<file path="config.mk">
export PLATFORM = sky130hd
export DESIGN_NAME = mem_wb_pipe
export DESIGN_NICKNAME = d
export VERILOG_FILES = /design/src/rtl/mem_wb_pipe.sv
export SDC_FILE = /design/constraint.sdc
export NUM_CORES = 1
export LEC_CHECK = 0
export CORE_AREA = 5 5 141 143
export CTS_BUF_LIST = sky130_fd_sc_hd__clkbuf_4
export DETAILED_ROUTE_END_ITERATION = 8
export DIE_AREA = 0 0 146 148
export PLACE_DENSITY_LB_ADDON = 0.3
export SLEW_MARGIN = 10
export SYNTH_ARGS = -nofsm -noshare
export SYNTH_HDL_FRONTEND = slang
export SYNTH_SLANG_ARGS = --single-unit
</file>
<file path="constraint.sdc">
create_clock -name clk -period 1.6 [get_ports clk]
set_input_delay 0.4 -clock clk [delete_from_list [all_inputs] [get_ports clk]]
set_output_delay 0.4 -clock clk [all_outputs]
set_load 0.005 [all_outputs]
</file>
<file path="src/rtl/mem_wb_pipe.sv">
// mem_wb_pipe: MEM -> WB pipeline register for the five-stage RISC-V core.
// Holds the W-stage copy of the M-stage results, with stall (En=0) and
// bubble (Flush=1) control, a valid bit, load-data formatting with
// misalignment detection, and a retired-instruction counter.
//
// Stage control: there is no valid/ready handshake here. The pipeline
// controller owns En and Flush. An edge with Flush=1 captures a bubble.
// An edge with Flush=0 and En=0 holds every register. An edge with
// Flush=1 and En=0 still captures the bubble. Any other edge captures
// the M-stage slot. Asynchronous reset overrides all of these.
//
// Every output is a direct register output. The formatting and
// misalignment logic sits on the D side, in the M-stage cycle.
module mem_wb_pipe #(
   parameter int XLEN   = 32,
   parameter int REG_AW = 5,
   parameter int RSRC_W = 2,
   parameter int CNT_W  = 32
) (
   input  logic              clk,
   input  logic              rst,
   input  logic              En,
   input  logic              Flush,
   input  logic              ValidM,
   input  logic [XLEN-1:0]   ALUResultM,
   input  logic [XLEN-1:0]   WriteDataM,
   input  logic [XLEN-1:0]   ReadDataM,
   input  logic [REG_AW-1:0] RdM,
   input  logic [XLEN-1:0]   PCPlus4M,
   input  logic              RegWriteM,
   input  logic [RSRC_W-1:0] ResultSrcM,
   input  logic              MemReadM,
   input  logic [2:0]        LoadTypeM,
   output logic [XLEN-1:0]   ALUResultW,
   output logic [XLEN-1:0]   PCPlus4W,
   output logic [XLEN-1:0]   ReadDataW,
   output logic [REG_AW-1:0] RdW,
   output logic              RegWriteW,
   output logic [RSRC_W-1:0] ResultSrcW,
   output logic              ValidW,
   output logic              LoadMisalignW,
   output logic [CNT_W-1:0]  InstRetW
);

   // funct3 encodings of the loads (any other code is treated as LW)
   localparam logic [2:0] LT_LB  = 3'b000;
   localparam logic [2:0] LT_LH  = 3'b001;
   localparam logic [2:0] LT_LW  = 3'b010;
   localparam logic [2:0] LT_LBU = 3'b100;
   localparam logic [2:0] LT_LHU = 3'b101;

   // Store data is not needed after MEM; the port exists only so the
   // stage drops into the existing core wiring unchanged.
   logic unused_wdata;
   assign unused_wdata = ^WriteDataM;

   logic [1:0]      off;         // byte offset within the loaded word
   logic [31:0]     word;        // low 32 bits of the raw memory word
   logic [7:0]      ld_byte;     // byte selected by the offset
   logic [15:0]     ld_half;     // halfword selected by off[1]
   logic [XLEN-1:0] ld_data;     // formatted load value, assuming aligned
   logic            ld_mis;      // offset illegal for this load width
   logic            d_mis;       // misalignment qualified by MemReadM
   logic [XLEN-1:0] d_readdata;  // D input of ReadDataW
   logic            d_regwrite;  // D input of RegWriteW
   logic            capture;     // this edge loads the M-stage slot
   logic            retire;      // this edge retires a valid instruction

   // Pick the addressed byte and halfword out of the raw word
   always_comb begin
      off     = ALUResultM[1:0];
      word    = ReadDataM[31:0];
      ld_byte = word[{off, 3'b000} +: 8];
      ld_half = word[{off[1], 4'b0000} +: 16];
   end

   // Extend the selected field to XLEN and flag offsets illegal for its width
   always_comb begin
      ld_data = '0;
      ld_mis  = 1'b0;
      case (LoadTypeM)
         LT_LB: begin
            ld_data = XLEN'($signed(ld_byte));
         end
         LT_LBU: begin
            ld_data = XLEN'(ld_byte);
         end
         LT_LH: begin
            ld_data = XLEN'($signed(ld_half));
            ld_mis  = off[0];
         end
         LT_LHU: begin
            ld_data = XLEN'(ld_half);
            ld_mis  = off[0];
         end
         LT_LW: begin
            ld_data = XLEN'($signed(word));
            ld_mis  = |off;
         end
         default: begin
            // unknown widths behave like LW
            ld_data = XLEN'($signed(word));
            ld_mis  = |off;
         end
      endcase
   end

   // Build the write-back values; a misaligned load writes nothing and reads as 0
   always_comb begin
      d_mis      = MemReadM & ld_mis;
      d_readdata = ReadDataM;
      if (MemReadM) begin
         d_readdata = d_mis ? '0 : ld_data;
      end
      // an invalid slot or a trapping load must never reach the register file
      d_regwrite = RegWriteM & ValidM & ~d_mis;
   end

   assign capture = En & ~Flush;
   assign retire  = capture & ValidM;

   // W-stage registers: reset > flush (bubble) > stall (hold) > capture
   always_ff @(posedge clk or negedge rst) begin
      if (!rst) begin
         ALUResultW    <= '0;
         PCPlus4W      <= '0;
         ReadDataW     <= '0;
         RdW           <= '0;
         RegWriteW     <= 1'b0;
         ResultSrcW    <= '0;
         ValidW        <= 1'b0;
         LoadMisalignW <= 1'b0;
      end else if (Flush) begin
         ALUResultW    <= '0;
         PCPlus4W      <= '0;
         ReadDataW     <= '0;
         RdW           <= '0;
         RegWriteW     <= 1'b0;
         ResultSrcW    <= '0;
         ValidW        <= 1'b0;
         LoadMisalignW <= 1'b0;
      end else if (capture) begin
         ALUResultW    <= ALUResultM;
         PCPlus4W      <= PCPlus4M;
         ReadDataW     <= d_readdata;
         RdW           <= RdM;          // kept even for invalid slots, for debug
         RegWriteW     <= d_regwrite;
         ResultSrcW    <= ResultSrcM;
         ValidW        <= ValidM;
         LoadMisalignW <= d_mis;
      end
   end

   // Retired-instruction counter: counts valid captures, including
   // misaligned loads that retire into a trap, and wraps naturally
   always_ff @(posedge clk or negedge rst) begin
      if (!rst) begin
         InstRetW <= '0;
      end else if (retire) begin
         InstRetW <= InstRetW + CNT_W'(1);
      end
   end

endmodule

</file>
# Yosys cells after proc, flatten, opt, wreduce, memory -nomap -nowiden
# Index checks and enable logic that the tools add are counted.
[word_totals] ff_bits=138 in_bits=145 output_inout_bits=138 elab_cells=47
[classes] add_sub_neg=1 eq_ne=3 n_shift=2 n_mux=20 bitwise=7 n_reduce_logical=5
[op_table] op="$mux W32" count=8
[op_table] op="$pmux W32 S4" count=1
[op_table] op="$add A32 B1 Y32 const B" count=1
[op_table] op="$shiftx A32 B6 Y16" count=1
[op_table] op="$shiftx A32 B6 Y8" count=1
[op_table] op="$mux W5" count=2
[op_table] op="$eq A3 B3 Y1 const B" count=2
[op_table] op="$mux W1" count=6
[op_table] op="$reduce_or A2 Y1" count=3
[op_table] op="$and A1 B1 Y1" count=5
[op_table] op="$mux W2" count=2
[op_table] op="$eq A3 B1 Y1 const B" count=1
[op_table] op="$logic_not A3 Y1" count=1
[op_table] op="$not A1 Y1" count=2
[op_table] op="$pmux W1 S2" count=1
[op_table] op="$reduce_bool A2 Y1" count=1

# Longest topological paths before layout
# Gate-level depths: netlist of run 1.
[logic_depth] depth_word=8 ltp_mapped=6 depth_no_buf=5

# Worst setup path before layout of run 1
# Ideal clock, no wire load.
[synth_timing] kind="input to register" start="input port ALUResultM[1]" end="register ReadDataW[21]" setup_ps=135 arrival_ps=1416 required_ps=1465 slack_ps=50 path_stages=5 path_buffers=1 cell_sequence="mux2_2 a22o_2 o211ai_4 buf_6 o31ai_1"
[synth_via] elab_chain_len=7 word_cells_on_any_way=10 cone_classes="shift: 2; mux: 6; bitwise: 1; reduce/logical: 1"
[synth_rtl] element="from (decl)" line_no="25" text="input logic [XLEN-1:0] ALUResultM,"
[synth_rtl] element="branches (longest 3 deep; another with $shiftx A32 B6 Y16)"
[synth_rtl] element="$mux W32 *" line_no="113" text="d_readdata = d_mis ? '0 : ld_data;"
[synth_rtl] element="$mux W32 *" line_no="112" text="if (MemReadM) begin"
[synth_rtl] element="$mux W32 *" line_no="142" text="end else if (capture) begin"
[synth_rtl] element="$mux W32 *" line_no="133" text="end else if (Flush) begin"
[synth_rtl] element="to (signal assigned)" line_no="145" text="ReadDataW <= d_readdata;"
[synth_rtl] element="to (decl)" line_no="36" text="output logic [XLEN-1:0] ReadDataW,"
# Every way passes the cells marked *. The select of a mux whose other input is x is not followed.
# A chain may end at the register's enable or synchronous reset.

# Worst setup path after layout of run 1
[layout_timing] start="register InstRetW[1]" end="output port InstRetW[1]"
[layout_lines] element="from (decl)" line_no="42" text="output logic [CNT_W-1:0] InstRetW"
[layout_lines] element="from (signal assigned)" line_no="160" text="InstRetW <= InstRetW + CNT_W'(1);"
# No word-level cell between the ends.

==> results of run 1 <==
## what timing repair did
item | in CTS | in global routing
buffers inserted | 50 | 11
pin swaps | 1 | 10
resized for setup | 507 | 47
endpoints found under the hold margin | 29 | 0
setup endpoints to repair | 153 | 74
hold buffers | 1 | 0
## path summary, 6_finish.rpt
path | cells past startpoint | to | slack [ns]
max in group asynchronous | 3 | PCPlus4W[6]$_DFFE_PN0P_ | 0.79
worst min-delay path | 3 | PCPlus4W[30]$_DFFE_PN0P_ | 0.24
worst max register to register | 7 | InstRetW[30]$_DFFE_PN0P_ | 0.04
worst min register to register | 1 | ReadDataW[10]$_DFFE_PN0P_ | 0.51
worst max-delay path | 2 | InstRetW[1] | 0.01
min in group asynchronous | 2 | ALUResultW[26]$_DFFE_PN0P_ | 0.31
## routing by layer
layer  part of all wire  GRT usage  vias to the layer above  routed length (µm)
li1                   -          -                     2749                   -
met1               0.43      0.247                     2752                9120
met2               0.46      0.300                      245                9710
met3              0.071     0.0500                       44                1500
met4              0.033     0.0856                        0                 700
met5                  0          0                        -                   0
## power breakdown
| part | switching [mW] | internal, mW | total, mW | leakage (nW) |
|---|---|---|---|---|
| logic | 0.794 | 0.994 | 1.79 | 2.97 |
| clock network | 1.38 | 1.09 | 2.47 | 0.154 |
| registers | 0.123 | 3.70 | 3.83 | 1.85 |
| total | 2.30 | 5.78 | 8.08 | 4.97 |
## worst max-delay path: stages (launching register included)
cell and delay [ns]:
dfrtp_1 0.41, buf_6 0.13, buf_6 0.11
## state kept, by name, indices dropped and copies added (netlist names)
| name | flops |
|---|---|
| LoadMisalignW | 1 |
| ValidW | 1 |
| InstRetW | 32 |
| RdW | 5 |
| ALUResultW | 32 |
| ResultSrcW | 2 |
| RegWriteW | 1 |
| PCPlus4W | 32 |
| ReadDataW | 32 |
## cell families after synthesis
| group | after synthesis |
|---|---|
| compound gates | 94 |
| xor+xnor | 31 |
| fa+ha+maj | 1 |
| buf+inv | 41 |
| flops | 138 |
| mux | 83 |
| simple gates | 180 |
## synth_stat cells, types with 12 or more instances
library cell and n:
clkbuf_1 16, o31ai_1 16, nor2_1 94, nand2_1 17
o21ai_0 17, mux2i_1 72, a22oi_1 12, xor2_1 12
buf_2 18, dfrtp_1 138, xnor2_1 19, a32oi_1 16
## per-stage QoR
step	area, µm²	setup slack (ns)	instances	util
floorplan	6360	0.0497	568	-
global placement	9500	-0.615	1073	0.515
detailed placement	9500	-0.671	1073	0.515
CTS	9680	-0.0440	1155	0.524
global route	9690	-0.0806	1166	0.525
finish	9690	0.0133	1166	0.525
## final cells by class
cell class,count,area [µm²]
clock buffer,17,128
clock inverter,14,173
fill,1697,8770
inverter,3,11.3
multi-input combinational,389,2800
sequential,138,3450
tap,234,293
timing repair buffer,371,2830
==> flow_summary_export.csv, run 1 <==
group,metric,value,unit
cells_and_area,n_antenna_cell,0,
sta,fmax,630,MHz
critical_path,critPathMaxFanout,4,
grt,antenna_found_initial,0,
yosys,postSynthAreaPerCell,11.2,µm²
min_path,hold_class,"input port to flop",
sta,maxSlewHeadroom,0.514,
yosys,synth_top_family_by_area,"simple AND/OR/NAND/NOR gates",
detailed_routing,drt_iter0_drc,278,
die,floorplan.rows,50,
sta,tightest_slew,0.726,ns
min_path,hp-start,"Flush",
yosys,synth-simple-area-share,0.138,
grt,grt_pass1_vias,5959,
critical_path,worstSetupPathType,"flop to output pin",
clocking,clockBufferDepth,2,
detailed_routing,wl_per_cell,18.0,µm
pwr,fin_total_pwr,8.08,mW
place,port_buffers,250,
pwr,power_density,834,mW/mm²
clocking,cts_buffers,17,
yosys,seq_area_frac_synth,0.543,
grt,grt_pass1_wl,32800,µm
critical_path,required,1.20,ns
cells_and_area,final_nets,1066,
place,dp_hpwl,15200,µm
yosys,yosysTopAreaCellShare,0.543,
detailed_routing,final_antenna_net_count,0,
yosys,synth-seq-cells,138,
yosys,synth_area_leader_cell,"dfrtp_1",
detailed_routing,drt_first_pass_iters,5,
critical_path,r2r-start,"InstRetW[1]$_DFFE_PN0P_",
die,start_util,0.345,
die,die-width,146,µm
critical_path,startpoint_type,"flop",
grt,grt_overflow,0,
yosys,synthAdderAreaFrac,0.00197,
sta,tns,0,ns
sta,rsz0062_at_grt,"yes",
clocking,cts_tree,"yes",
sta,finalClockSkew,0.00945,ns
die,dieArea,0.0216,mm²
sta,final.period_utilization,0.992,
detailed_routing,totalWireLength,21000,µm
yosys,synth-xor-area-share,0.0427,
cells_and_area,final_common_cell,"dfrtp_1",
pwr,leakagePower,4.97,nW
detailed_routing,dr_total_vias,5790,
yosys,synthMuxAreaShare,0.133,
die,core-area,0.0185,mm²
critical_path,critPathLaunch,"InstRetW[1]$_DFFE_PN0P_",
yosys,ys.warnings.count,0,
yosys,synth_compound_area_frac,0.112,
sta,period_minus_slack,1.59,ns
detailed_routing,vias_per_cell,4.97,
die,io_pins,283,
clocking,clock_sinks,138,
clocking,insertion_delay,0.54,ns
yosys,synth_fp_nets,714,
grt,grt_use_total,0.190,
cells_and_area,drive_above_1_share,0.350,
yosys,yosys.cell_types.count,45,
sta,drv_slew,0,
detailed_routing,drc,0,
yosys,synth_edf_count,0,
place,place_congestion,0.956,
yosys,yosys-top-cells-area,"dfrtp_1 (54%), mux2i_1 (11%), nor2_1 (5.5%), xnor2_1 (2.6%), a32oi_1 (2.2%)",
yosys,async_flop_share,1.00,
clocking,htree_num_levels,4,
cells_and_area,syn_to_final_growth,52.2,%
yosys,synth_area,0.00636,mm²
yosys,yosys_most_used_dff,"dfrtp_1",
die,die_y,148,µm
clocking,cts_root_buffer,"clkbuf_4",
clocking,cts.reportedPaths.clkPinSlew,0.12,ns
sta,hold_slack,0.239,ns
grt,grt_max_degree,65,
pwr,ir_drop,0.398,mV
sta,hold_violations,0,
critical_path,worstPathArrival,1.19,ns
sta,setup_viol,0,
job,maxCapViolCount,0,
critical_path,cp-end-kind,"output pin",
yosys,syn_inst,568,
run_status,status,"finished, final reports clean",
cells_and_area,final_cell_mix,"dfrtp_1 (138), buf_2 (113), buf_4 (112)",
No activity file was read; power rests on OpenSTA's default activity.
==> inputs of run 2 (changes only) <==
--- a/config.mk
+++ b/config.mk
@@ -7,6 +7,7 @@
 export LEC_CHECK = 0
 export CORE_AREA = 5 5 141 143
 export CTS_BUF_LIST = sky130_fd_sc_hd__clkbuf_4
+export CTS_CLUSTER_DIAMETER = 80
 export DETAILED_ROUTE_END_ITERATION = 8
 export DIE_AREA = 0 0 146 148
 export PLACE_DENSITY_LB_ADDON = 0.3
==> results of run 2 <==
Same layout as run 1: the final DEF is identical, and so are final timing and power.
